===== src/rtl/sdcmdtx_if.sv =====
// CMD-line transmitter bus: ROM fetch, packet control, CMD pin and response results.
interface sdcmdtx_if;
  logic        start;
  logic        rspen;
  logic        rspnocrc;
  logic [7:0]  SDPKTDATA;
  logic        cmdin;
  logic [4:0]  PTCMDPNTR;
  logic        cmdout;
  logic        cmdoe;
  logic        busy;
  logic        tcvcptdone;
  logic        crcerr;
  logic        timeout;
  logic [5:0]  RSPIDX;
  logic [31:0] RSPDATA;

  modport master (
    output start, rspen, rspnocrc, SDPKTDATA, cmdin,
    input  PTCMDPNTR, cmdout, cmdoe, busy, tcvcptdone, crcerr, timeout, RSPIDX, RSPDATA
  );
  modport slave (
    input  start, rspen, rspnocrc, SDPKTDATA, cmdin,
    output PTCMDPNTR, cmdout, cmdoe, busy, tcvcptdone, crcerr, timeout, RSPIDX, RSPDATA
  );
endinterface


===== src/rtl/sdcmdtx.sv =====
// SD CMD-line packet serializer: 40 ROM bits + CRC7 + end bit, optional 48-bit response capture.
module sdcmdtx #(
  parameter int NCRMAX = 64,
  parameter int NCC    = 8
) (
  input logic       clk,
  input logic       reset,
  sdcmdtx_if.slave  bus
);
  typedef enum logic [3:0] {
    IDLE, FETCH, SEND, SCRC, SEND_END, WAITRSP, RECV, NCCST, DONE
  } state_t;

  localparam logic [7:0] CNT_TO  = 8'(NCRMAX - 1);
  localparam logic [7:0] CNT_NCC = 8'(NCC);

  state_t      state, state_d;
  logic [7:0]  cnt, cnt_d;
  logic [4:0]  ptr, ptr_d;
  logic [7:0]  sh, sh_d;
  logic [6:0]  crc, crc_d;
  logic [45:0] rsh, rsh_d;
  logic        cmdout, cmdout_d, cmdoe, cmdoe_d;
  logic        crcerr, crcerr_d, timeout, timeout_d;
  logic [5:0]  rspidx, rspidx_d;
  logic [31:0] rspdata, rspdata_d;
  logic        tx;

  function automatic logic [6:0] crc7_step(input logic [6:0] c, input logic b);
    logic fb;
    fb = c[6] ^ b;
    return {c[5:0], 1'b0} ^ (fb ? 7'h09 : 7'h00);
  endfunction

  always_ff @(posedge clk or negedge reset) begin
    if (!reset) begin
      state   <= IDLE;
      cnt     <= '0;
      ptr     <= '0;
      sh      <= '0;
      crc     <= '0;
      rsh     <= '0;
      cmdout  <= 1'b1;
      cmdoe   <= 1'b0;
      crcerr  <= 1'b0;
      timeout <= 1'b0;
      rspidx  <= '0;
      rspdata <= '0;
    end else begin
      state   <= state_d;
      cnt     <= cnt_d;
      ptr     <= ptr_d;
      sh      <= sh_d;
      crc     <= crc_d;
      rsh     <= rsh_d;
      cmdout  <= cmdout_d;
      cmdoe   <= cmdoe_d;
      crcerr  <= crcerr_d;
      timeout <= timeout_d;
      rspidx  <= rspidx_d;
      rspdata <= rspdata_d;
    end
  end

  always_comb begin
    state_d   = state;
    cnt_d     = cnt;
    ptr_d     = ptr;
    sh_d      = sh;
    crc_d     = crc;
    rsh_d     = rsh;
    cmdout_d  = cmdout;
    cmdoe_d   = cmdoe;
    crcerr_d  = crcerr;
    timeout_d = timeout;
    rspidx_d  = rspidx;
    rspdata_d = rspdata;
    tx        = 1'b0;
    unique case (state)
      IDLE: begin
        ptr_d    = '0;
        cmdoe_d  = 1'b0;
        cmdout_d = 1'b1;
        if (bus.start) begin
          state_d   = FETCH;
          crcerr_d  = 1'b0;
          timeout_d = 1'b0;
          crc_d     = '0;
          cnt_d     = '0;
        end
      end
      // byte 0 is already on SDPKTDATA since the pointer sat at 0 in IDLE
      FETCH: begin
        tx       = bus.SDPKTDATA[7];
        sh_d     = {bus.SDPKTDATA[6:0], 1'b0};
        ptr_d    = ptr + 5'd1;
        cmdout_d = tx;
        cmdoe_d  = 1'b1;
        crc_d    = crc7_step(crc, tx);
        cnt_d    = 8'd1;
        state_d  = SEND;
      end
      SEND: begin
        if (cnt[2:0] == 3'd0) begin
          tx    = bus.SDPKTDATA[7];
          sh_d  = {bus.SDPKTDATA[6:0], 1'b0};
          ptr_d = ptr + 5'd1;
        end else begin
          tx    = sh[7];
          sh_d  = {sh[6:0], 1'b0};
        end
        cmdout_d = tx;
        crc_d    = crc7_step(crc, tx);
        cnt_d    = cnt + 8'd1;
        if (cnt == 8'd39) begin
          cnt_d   = '0;
          state_d = SCRC;
        end
      end
      // shifting the CRC out leaves it zero for the response
      SCRC: begin
        cmdout_d = crc[6];
        crc_d    = {crc[5:0], 1'b0};
        cnt_d    = cnt + 8'd1;
        if (cnt == 8'd6) begin
          cnt_d   = '0;
          state_d = SEND_END;
        end
      end
      SEND_END: begin
        cmdout_d = 1'b1;
        crc_d    = '0;
        cnt_d    = '0;
        state_d  = bus.rspen ? WAITRSP : NCCST;
      end
      WAITRSP: begin
        cmdoe_d = 1'b0;
        if (!bus.cmdin) begin
          crc_d   = crc7_step(crc, 1'b0);
          cnt_d   = 8'd1;
          state_d = RECV;
        end else if (cnt == CNT_TO) begin
          timeout_d = 1'b1;
          cnt_d     = '0;
          state_d   = NCCST;
        end else begin
          cnt_d = cnt + 8'd1;
        end
      end
      // rsh holds response bits 46..1; the start bit is implied
      RECV: begin
        cmdoe_d = 1'b0;
        rsh_d   = {rsh[44:0], bus.cmdin};
        if (cnt < 8'd40) crc_d = crc7_step(crc, bus.cmdin);
        cnt_d = cnt + 8'd1;
        if (cnt == 8'd47) begin
          crcerr_d  = rsh[45] | ~bus.cmdin | (~bus.rspnocrc & (crc != rsh[6:0]));
          rspidx_d  = rsh[44:39];
          rspdata_d = rsh[38:7];
          cnt_d     = '0;
          state_d   = NCCST;
        end
      end
      NCCST: begin
        cmdoe_d  = 1'b1;
        cmdout_d = 1'b1;
        if (cnt == CNT_NCC) begin
          ptr_d   = '0;
          state_d = DONE;
        end else begin
          cnt_d = cnt + 8'd1;
        end
      end
      DONE: begin
        cmdoe_d = 1'b0;
        ptr_d   = '0;
        state_d = IDLE;
      end
      default: state_d = IDLE;
    endcase
  end

  assign bus.PTCMDPNTR  = ptr;
  assign bus.cmdout     = cmdout;
  assign bus.cmdoe      = cmdoe;
  assign bus.busy       = (state != IDLE);
  assign bus.tcvcptdone = (state == DONE);
  assign bus.crcerr     = crcerr;
  assign bus.timeout    = timeout;
  assign bus.RSPIDX     = rspidx;
  assign bus.RSPDATA    = rspdata;
endmodule


===== src/flat_wrapper.sv =====
// flat-port wrapper written by rule: the top's interface ports become plain ports
module sdcmdtx_flat 
#(
  parameter int NCRMAX = 64,
  parameter int NCC    = 8
)
  (clk, reset, bus_start, bus_rspen, bus_rspnocrc, bus_SDPKTDATA, bus_cmdin, bus_PTCMDPNTR, bus_cmdout, bus_cmdoe, bus_busy, bus_tcvcptdone, bus_crcerr, bus_timeout, bus_RSPIDX, bus_RSPDATA);
  sdcmdtx_if bus_i ();
  input logic clk;
  input logic reset;
  input wire logic [$bits(bus_i.start)-1:0] bus_start;
  input wire logic [$bits(bus_i.rspen)-1:0] bus_rspen;
  input wire logic [$bits(bus_i.rspnocrc)-1:0] bus_rspnocrc;
  input wire logic [$bits(bus_i.SDPKTDATA)-1:0] bus_SDPKTDATA;
  input wire logic [$bits(bus_i.cmdin)-1:0] bus_cmdin;
  output wire logic [$bits(bus_i.PTCMDPNTR)-1:0] bus_PTCMDPNTR;
  output wire logic [$bits(bus_i.cmdout)-1:0] bus_cmdout;
  output wire logic [$bits(bus_i.cmdoe)-1:0] bus_cmdoe;
  output wire logic [$bits(bus_i.busy)-1:0] bus_busy;
  output wire logic [$bits(bus_i.tcvcptdone)-1:0] bus_tcvcptdone;
  output wire logic [$bits(bus_i.crcerr)-1:0] bus_crcerr;
  output wire logic [$bits(bus_i.timeout)-1:0] bus_timeout;
  output wire logic [$bits(bus_i.RSPIDX)-1:0] bus_RSPIDX;
  output wire logic [$bits(bus_i.RSPDATA)-1:0] bus_RSPDATA;
  assign bus_i.start = bus_start;
  assign bus_i.rspen = bus_rspen;
  assign bus_i.rspnocrc = bus_rspnocrc;
  assign bus_i.SDPKTDATA = bus_SDPKTDATA;
  assign bus_i.cmdin = bus_cmdin;
  assign bus_PTCMDPNTR = bus_i.PTCMDPNTR;
  assign bus_cmdout = bus_i.cmdout;
  assign bus_cmdoe = bus_i.cmdoe;
  assign bus_busy = bus_i.busy;
  assign bus_tcvcptdone = bus_i.tcvcptdone;
  assign bus_crcerr = bus_i.crcerr;
  assign bus_timeout = bus_i.timeout;
  assign bus_RSPIDX = bus_i.RSPIDX;
  assign bus_RSPDATA = bus_i.RSPDATA;
  sdcmdtx #(.NCRMAX(NCRMAX), .NCC(NCC)) u_core (.clk(clk), .reset(reset), .bus(bus_i));
endmodule

===== config.mk =====
export PLATFORM = sky130hd
export DESIGN_NAME = sdcmdtx_flat
export DESIGN_NICKNAME = d
export VERILOG_FILES = /design/src/rtl/sdcmdtx_if.sv /design/src/rtl/sdcmdtx.sv /design/src/flat_wrapper.sv
export SDC_FILE = /design/constraint.sdc
export NUM_CORES = 1
export LEC_CHECK = 0
export ABC_AREA = 0
export CAP_MARGIN = 10
export CORE_AREA = 2 2 103 105
export CTS_CLUSTER_DIAMETER = 150
export DETAILED_ROUTE_END_ITERATION = 8
export DIE_AREA = 0 0 105 107
export HOLD_SLACK_MARGIN = 0.05
export MAX_ROUTING_LAYER = met4
export PLACE_DENSITY = 0.87
export SLEW_MARGIN = 20
export SYNTH_ARGS = -nofsm -noshare
export SYNTH_HDL_FRONTEND = slang
export SYNTH_SLANG_ARGS = --single-unit

===== constraint.sdc =====
create_clock -name clk -period 7 [get_ports clk]
set_input_delay 1.4 -clock clk [delete_from_list [all_inputs] [get_ports clk]]
set_output_delay 1.4 -clock clk [all_outputs]
set_load 0.005 [all_outputs]

Word level (Yosys, flattened, before mapping):

Cells that the tools add are included.

* flip-flop bits (word level): 120
* input bits: 14
* output and inout bits: 49
* word-level logic and storage cells: 115

* add/sub/neg operators: 2
* $lt $le $gt $ge: 1
* equal/unequal tests: 26
* mux-type cells: 40
* bitwise operators: 12
* reduce and logical (&&, ||, !) cells: 22

Operator list (number)
* $mux 8: 8
* $pmux 8 s8: 1
* $pmux 7 s7: 1
* $mux 4: 11
* $pmux 4 s8: 1
* $xor 7x7->7: 4
* $eq 8x6->1 const B: 3
* $mux 7: 3
* $pmux 5 s4: 1
* $eq 4x3->1 const B: 4
* $pmux 8 s2: 1
* $ne 2x1->1 const B: 7
* $reduce_bool 4->1: 3
* $mux 5: 2
* $reduce_and 3->1: 3
* $add 8x1->8 const B: 1
* $eq 4x2->1 const B: 2
* $eq 8x3->1 const B: 1
* $eq 8x4->1 const B: 1
* $lt 8x6->1 const B: 1
* $ne 2x2->1 const B: 4
* $reduce_and 4->1: 2
* $reduce_bool 2->1: 4
* $reduce_bool 8->1: 1
* other kinds (21): 33

Depth between registers and ports, before layout:

* word-level depth: 7
* mapped depth: 9
* mapped depth without buffers: 7

Worst setup path before layout:

No wires, ideal clock.

* path kind: input port to flip-flop
* start point: in bus_cmdin
* end point: reg u_core.crc[3]
* setup time: 136 ps
* arrival time: 2765 ps
* required time: 6864 ps
* path slack: 4098 ps
* cell stages on the path: 6
* buffers on the path: 1
* cells stage by stage: clkbuf_1 -> or3b_2 -> a21oi_1 -> o21ai_0 -> nand4b_1 -> or3b_2

* cells in the longest elaborated chain, start to end: 5
* elaborated cells between the ends (all ways): 7
* those cells by class: eq/ne (1); mux (3); bitwise (2); reduce/logical (1)

Ends and longest elaborated chain
* from (decl): RTL line flat_wrapper.sv:15 `input wire logic [$bits(bus_i.cmdin)-1:0] bus_cmdin;`
* $xor 1x1->1: RTL line sdcmdtx.sv:31 `fb = c[6] ^ b;`
* $mux 4: RTL line sdcmdtx.sv:32 `return {c[5:0], 1'b0} ^ (fb ? 7'h09 : 7'h00);`
* $xor 7x7->7: RTL line sdcmdtx.sv:32
* $mux 7: RTL line sdcmdtx.sv:154 `if (cnt < 8'd40) crc_d = crc7_step(crc, bus.cmdin);`
* $pmux 7 s7: RTL line sdcmdtx.sv:79 `unique case (state)`
* to (signal assigned): RTL line sdcmdtx.sv:54 `crc <= crc_d;`
* to (decl): RTL line sdcmdtx.sv:21 `logic [6:0] crc, crc_d;`

Parallel ways exist; a longest one is shown, timed or not. The select of a mux whose other input is x is not followed.
A chain may end at the register's enable or synchronous reset.

Worst setup path in the final report:

* start point: reg u_core.state[0]
* end point: out bus_busy

* cells in the longest elaborated chain, start to end: 1

Ends and longest elaborated chain
* from (decl): RTL line sdcmdtx.sv:17 `state_t state, state_d;`
* from (signal assigned): RTL line sdcmdtx.sv:50 `state <= state_d;`
* $reduce_bool 4->1: RTL line sdcmdtx.sv:186 `assign bus.busy = (state != IDLE);`
* to (decl): RTL line flat_wrapper.sv:19 `output wire logic [$bits(bus_i.busy)-1:0] bus_busy;`

No other way between the ends.

==> results.toml <==
[outcome]
outcome = "finished clean"

[clocking]
cts_root_buf = "clkbuf_8"
htreeDepth = 4
clock_path_buffers = 2
numCtsBuffers = 17
clock-sinks = 119
post_cts_resized = 0
clock_latency_ns = 0.52
post_cts_buffers = 0
cts_tree = "built"
holdBufCountCts = 0
cts.clk_slew.worst_paths_ns = 0.06

[drt]
vias_per_cell = 5.79
ant_nets = 0
wl_met3_um = 395
drc_errors = 0
wl_met2_um = 5900
top_layer = "met4"
vias = 3794
drt_iter0_markers = 268
routed_wl_um = 11500
m1WireLength_um = 5050
wl_per_cell_um = 17.6
firstDrtPassIters = 5

[timing]
grt_setup_unrepaired = "false"
timing.fmax_ghz = 0.259
relSlewSlack_pct = 39.7
finalSetupTns_ns = 0
finalSetupViolations = 0
hold_violations = 0
tightest_slew_ns = 0.904
maxSlewViolCount = 0
post-route-period-util_pct = 55.1
post-route-min-period_ns = 3.86
clock_skew_ns = 0.00771

[critical_path]
r2r_end = "u_core.crc[3]"
cp.required_ns = 5.60
r2r_cells = 5
rrSetupSlack_ns = 4.03
crit_arrival_ns = 2.46
r2r-start = "u_core.state[2]"
cp-end-kind = "output port"
worstSetupPathType = "reg2out"
worstPathMaxFanout = 29
crit_path_start_kind = "register"

[floorplanning]
die_x_um = 105
start_util_pct = 53.6
num_rows = 37
io_pins = 63
die_area_um2 = 11200
die_y_um = 107
core_um2 = 10100

[synth]
synth_area_um2 = 5410
yosysUniqueCellTypes = 67
synth_edf_count = 0
synth-main-ff-cell = "dfrtp_1"
syn_inst = 449
synth_seq_area_share_pct = 55.0
async_reset_ff_share_pct = 100
syn_nets = 467
yosysMostFrequentCell = "dfrtp_1"
syn_area_per_cell_um2 = 12.1
yosys.area.top_type = "dfrtp_1"
synth_top_area_share_pct = 54.5
ys_warn_count = 0
yosys_register_bits = 119
synthTopCellsByArea = "dfrtp_1, mux2_2, nand2_1"
ys_top_cells_by_count = "dfrtp_1, mux2_2, nand2_1, o21ai_0, nor2_1"

[power]
intPower_w = 0.00174
vdd_ir_drop_max_v = 0.000210
p_leak_nw = 3.15
clockPowerShare_pct = 35.2
combPwrFrac_pct = 27.0
p_per_area_nw_per_um2 = 380
power_frac_seq_pct = 37.7
switchingPower_w = 0.000823
swShare_pct = 32.1

[layout]
num-nets-final = 524
syn_to_final_growth_pct = 24.7
layout.area.seq_um2 = 2980
fillCellCount = 731
final_util_pct = 66.9
finalInstanceArea_um2 = 6750
multiInputGateArea_um2 = 2290
drive_gt1_share_pct = 25.8
diodes = 0

[place]
portBuffers = 62
gp_congestion = 0.885
postPlaceCellArea_um2 = 6120
hpwl_um = 7230

[min_path]
hold_end = "u_core.bus.RSPDATA[6]"
hold_class = "reg2reg"
holdPathStages = 1
hold_start = "u_core.bus.RSPDATA[6]"

[global_routing]
grt_pass1_vias = 3924
grt_pass1_wl_um = 19600
grt_usage_pct = 22.9
grt_overflow = 0
antenna_found_initial = 0
grt_max_degree = 78

[run]
maxCapViolCount = 0
[sequential cells by signal (all words and copies together), names as in the netlist]
signal	flops
u_core.bus.timeout	1
u_core.crc	7
u_core.state	4
u_core.rsh	46
u_core.bus.RSPDATA	32
u_core.bus.cmdout	1
u_core.bus.cmdoe	1
u_core.cnt	8
u_core.sh	7
u_core.bus.RSPIDX	6
u_core.bus.crcerr	1
u_core.bus.PTCMDPNTR	5
[power groups by stage]
stage / registers [W] / clock network, W / logic, W
after detailed placement: 0.000969 / 0 / 0.000683
after global placement: 0.000960 / 0 / 0.000658
final: 0.000967 / 0.000903 / 0.000692
after global routing: 0.000987 / 0.000943 / 0.000774
after CTS: 0.000961 / 0.000914 / 0.000693
after floorplan: 0.000879 / 0 / 0.000581
[area by class of cell]
class	count	share of cell area, %
Clock buffer	23	7.21
Clock inverter	9	2.06
Inverter	12	0.667
Multi-Input combinational cell	291	33.9
Sequential cell	119	44.1
Tap cell	136	2.52
Timing Repair Buffer	65	9.49
[critical path, stage by stage (launching register included)]
cell             delay, ns
dfrtp_1               0.69
or4_1                 0.74
clkdlybuf4s50_1       0.51
[metrics by stage]
| step | instances | setup WS [ns] | power [W] | hold slack (ns) |
|---|---|---|---|---|
| floorplan | 449 | 4.10 | 0.00146 | 0.462 |
| global placement | 623 | 3.59 | 0.00162 | 0.479 |
| detailed placement | 623 | 3.51 | 0.00165 | 0.488 |
| CTS | 655 | 3.15 | 0.00257 | 0.505 |
| global route | 655 | 2.95 | 0.00270 | 0.512 |
| finish | 655 | 3.14 | 0.00256 | 0.503 |
[worst max path at each step]
stage | from | end | slack [ns] | cells after the start
global placement | bus_cmdin | u_core.crc[3] | 3.59 | 6
detailed placement | bus_cmdin | u_core.crc[3] | 3.51 | 6
CTS | u_core.state[0] | bus_busy | 3.15 | 2
finish | u_core.state[0] | bus_busy | 3.14 | 2
floorplan | bus_cmdin | u_core.crc[3] | 4.10 | 6
global route | u_core.state[0] | bus_tcvcptdone | 2.95 | 3
[placed cells by master, fill, tap and decap left out, types with 3 or more instances in the layout]
cell type	n
or2_2	4
a211o_1	3
clkbuf_8	6
nor2b_1	3
o21ai_0	19
clkinvlp_4	3
ha_1	4
nand2_1	33
clkdlybuf4s50_1	61
o2111ai_1	3
bufinv_16	3
buf_4	4
clkbuf_16	16
nor4_1	4
nor2_1	16
xnor2_1	4
dfrtp_1	118
nand3_1	9
inv_1	12
mux2_2	85
a22oi_1	6
and2_1	4
xor2_1	10
nor3_1	6
nand4_1	4
a21oi_1	14
o22ai_1	5
nand2b_1	4
[cell families after synthesis]
family                   Yosys count  share of synthesized area (%)
multiplexers                      88                           18.3
flip-flops                       119                           55.0
buffers and inverters             39                           2.98
AO/OA/AOI/OAI                     76                           9.50
AND/OR/NAND/NOR                  108                           10.8
adder cells (fa/ha/maj)            5                           1.11
XOR/XNOR                          14                           2.26
[per-layer routing]
layer	global-route usage (%)	up-vias
met1	28.9	1930
met2	36.4	104
met5	-	-
met3	5.29	17
met4	8.86	0
li1	-	1743
(Power assumes the default switching activity.)
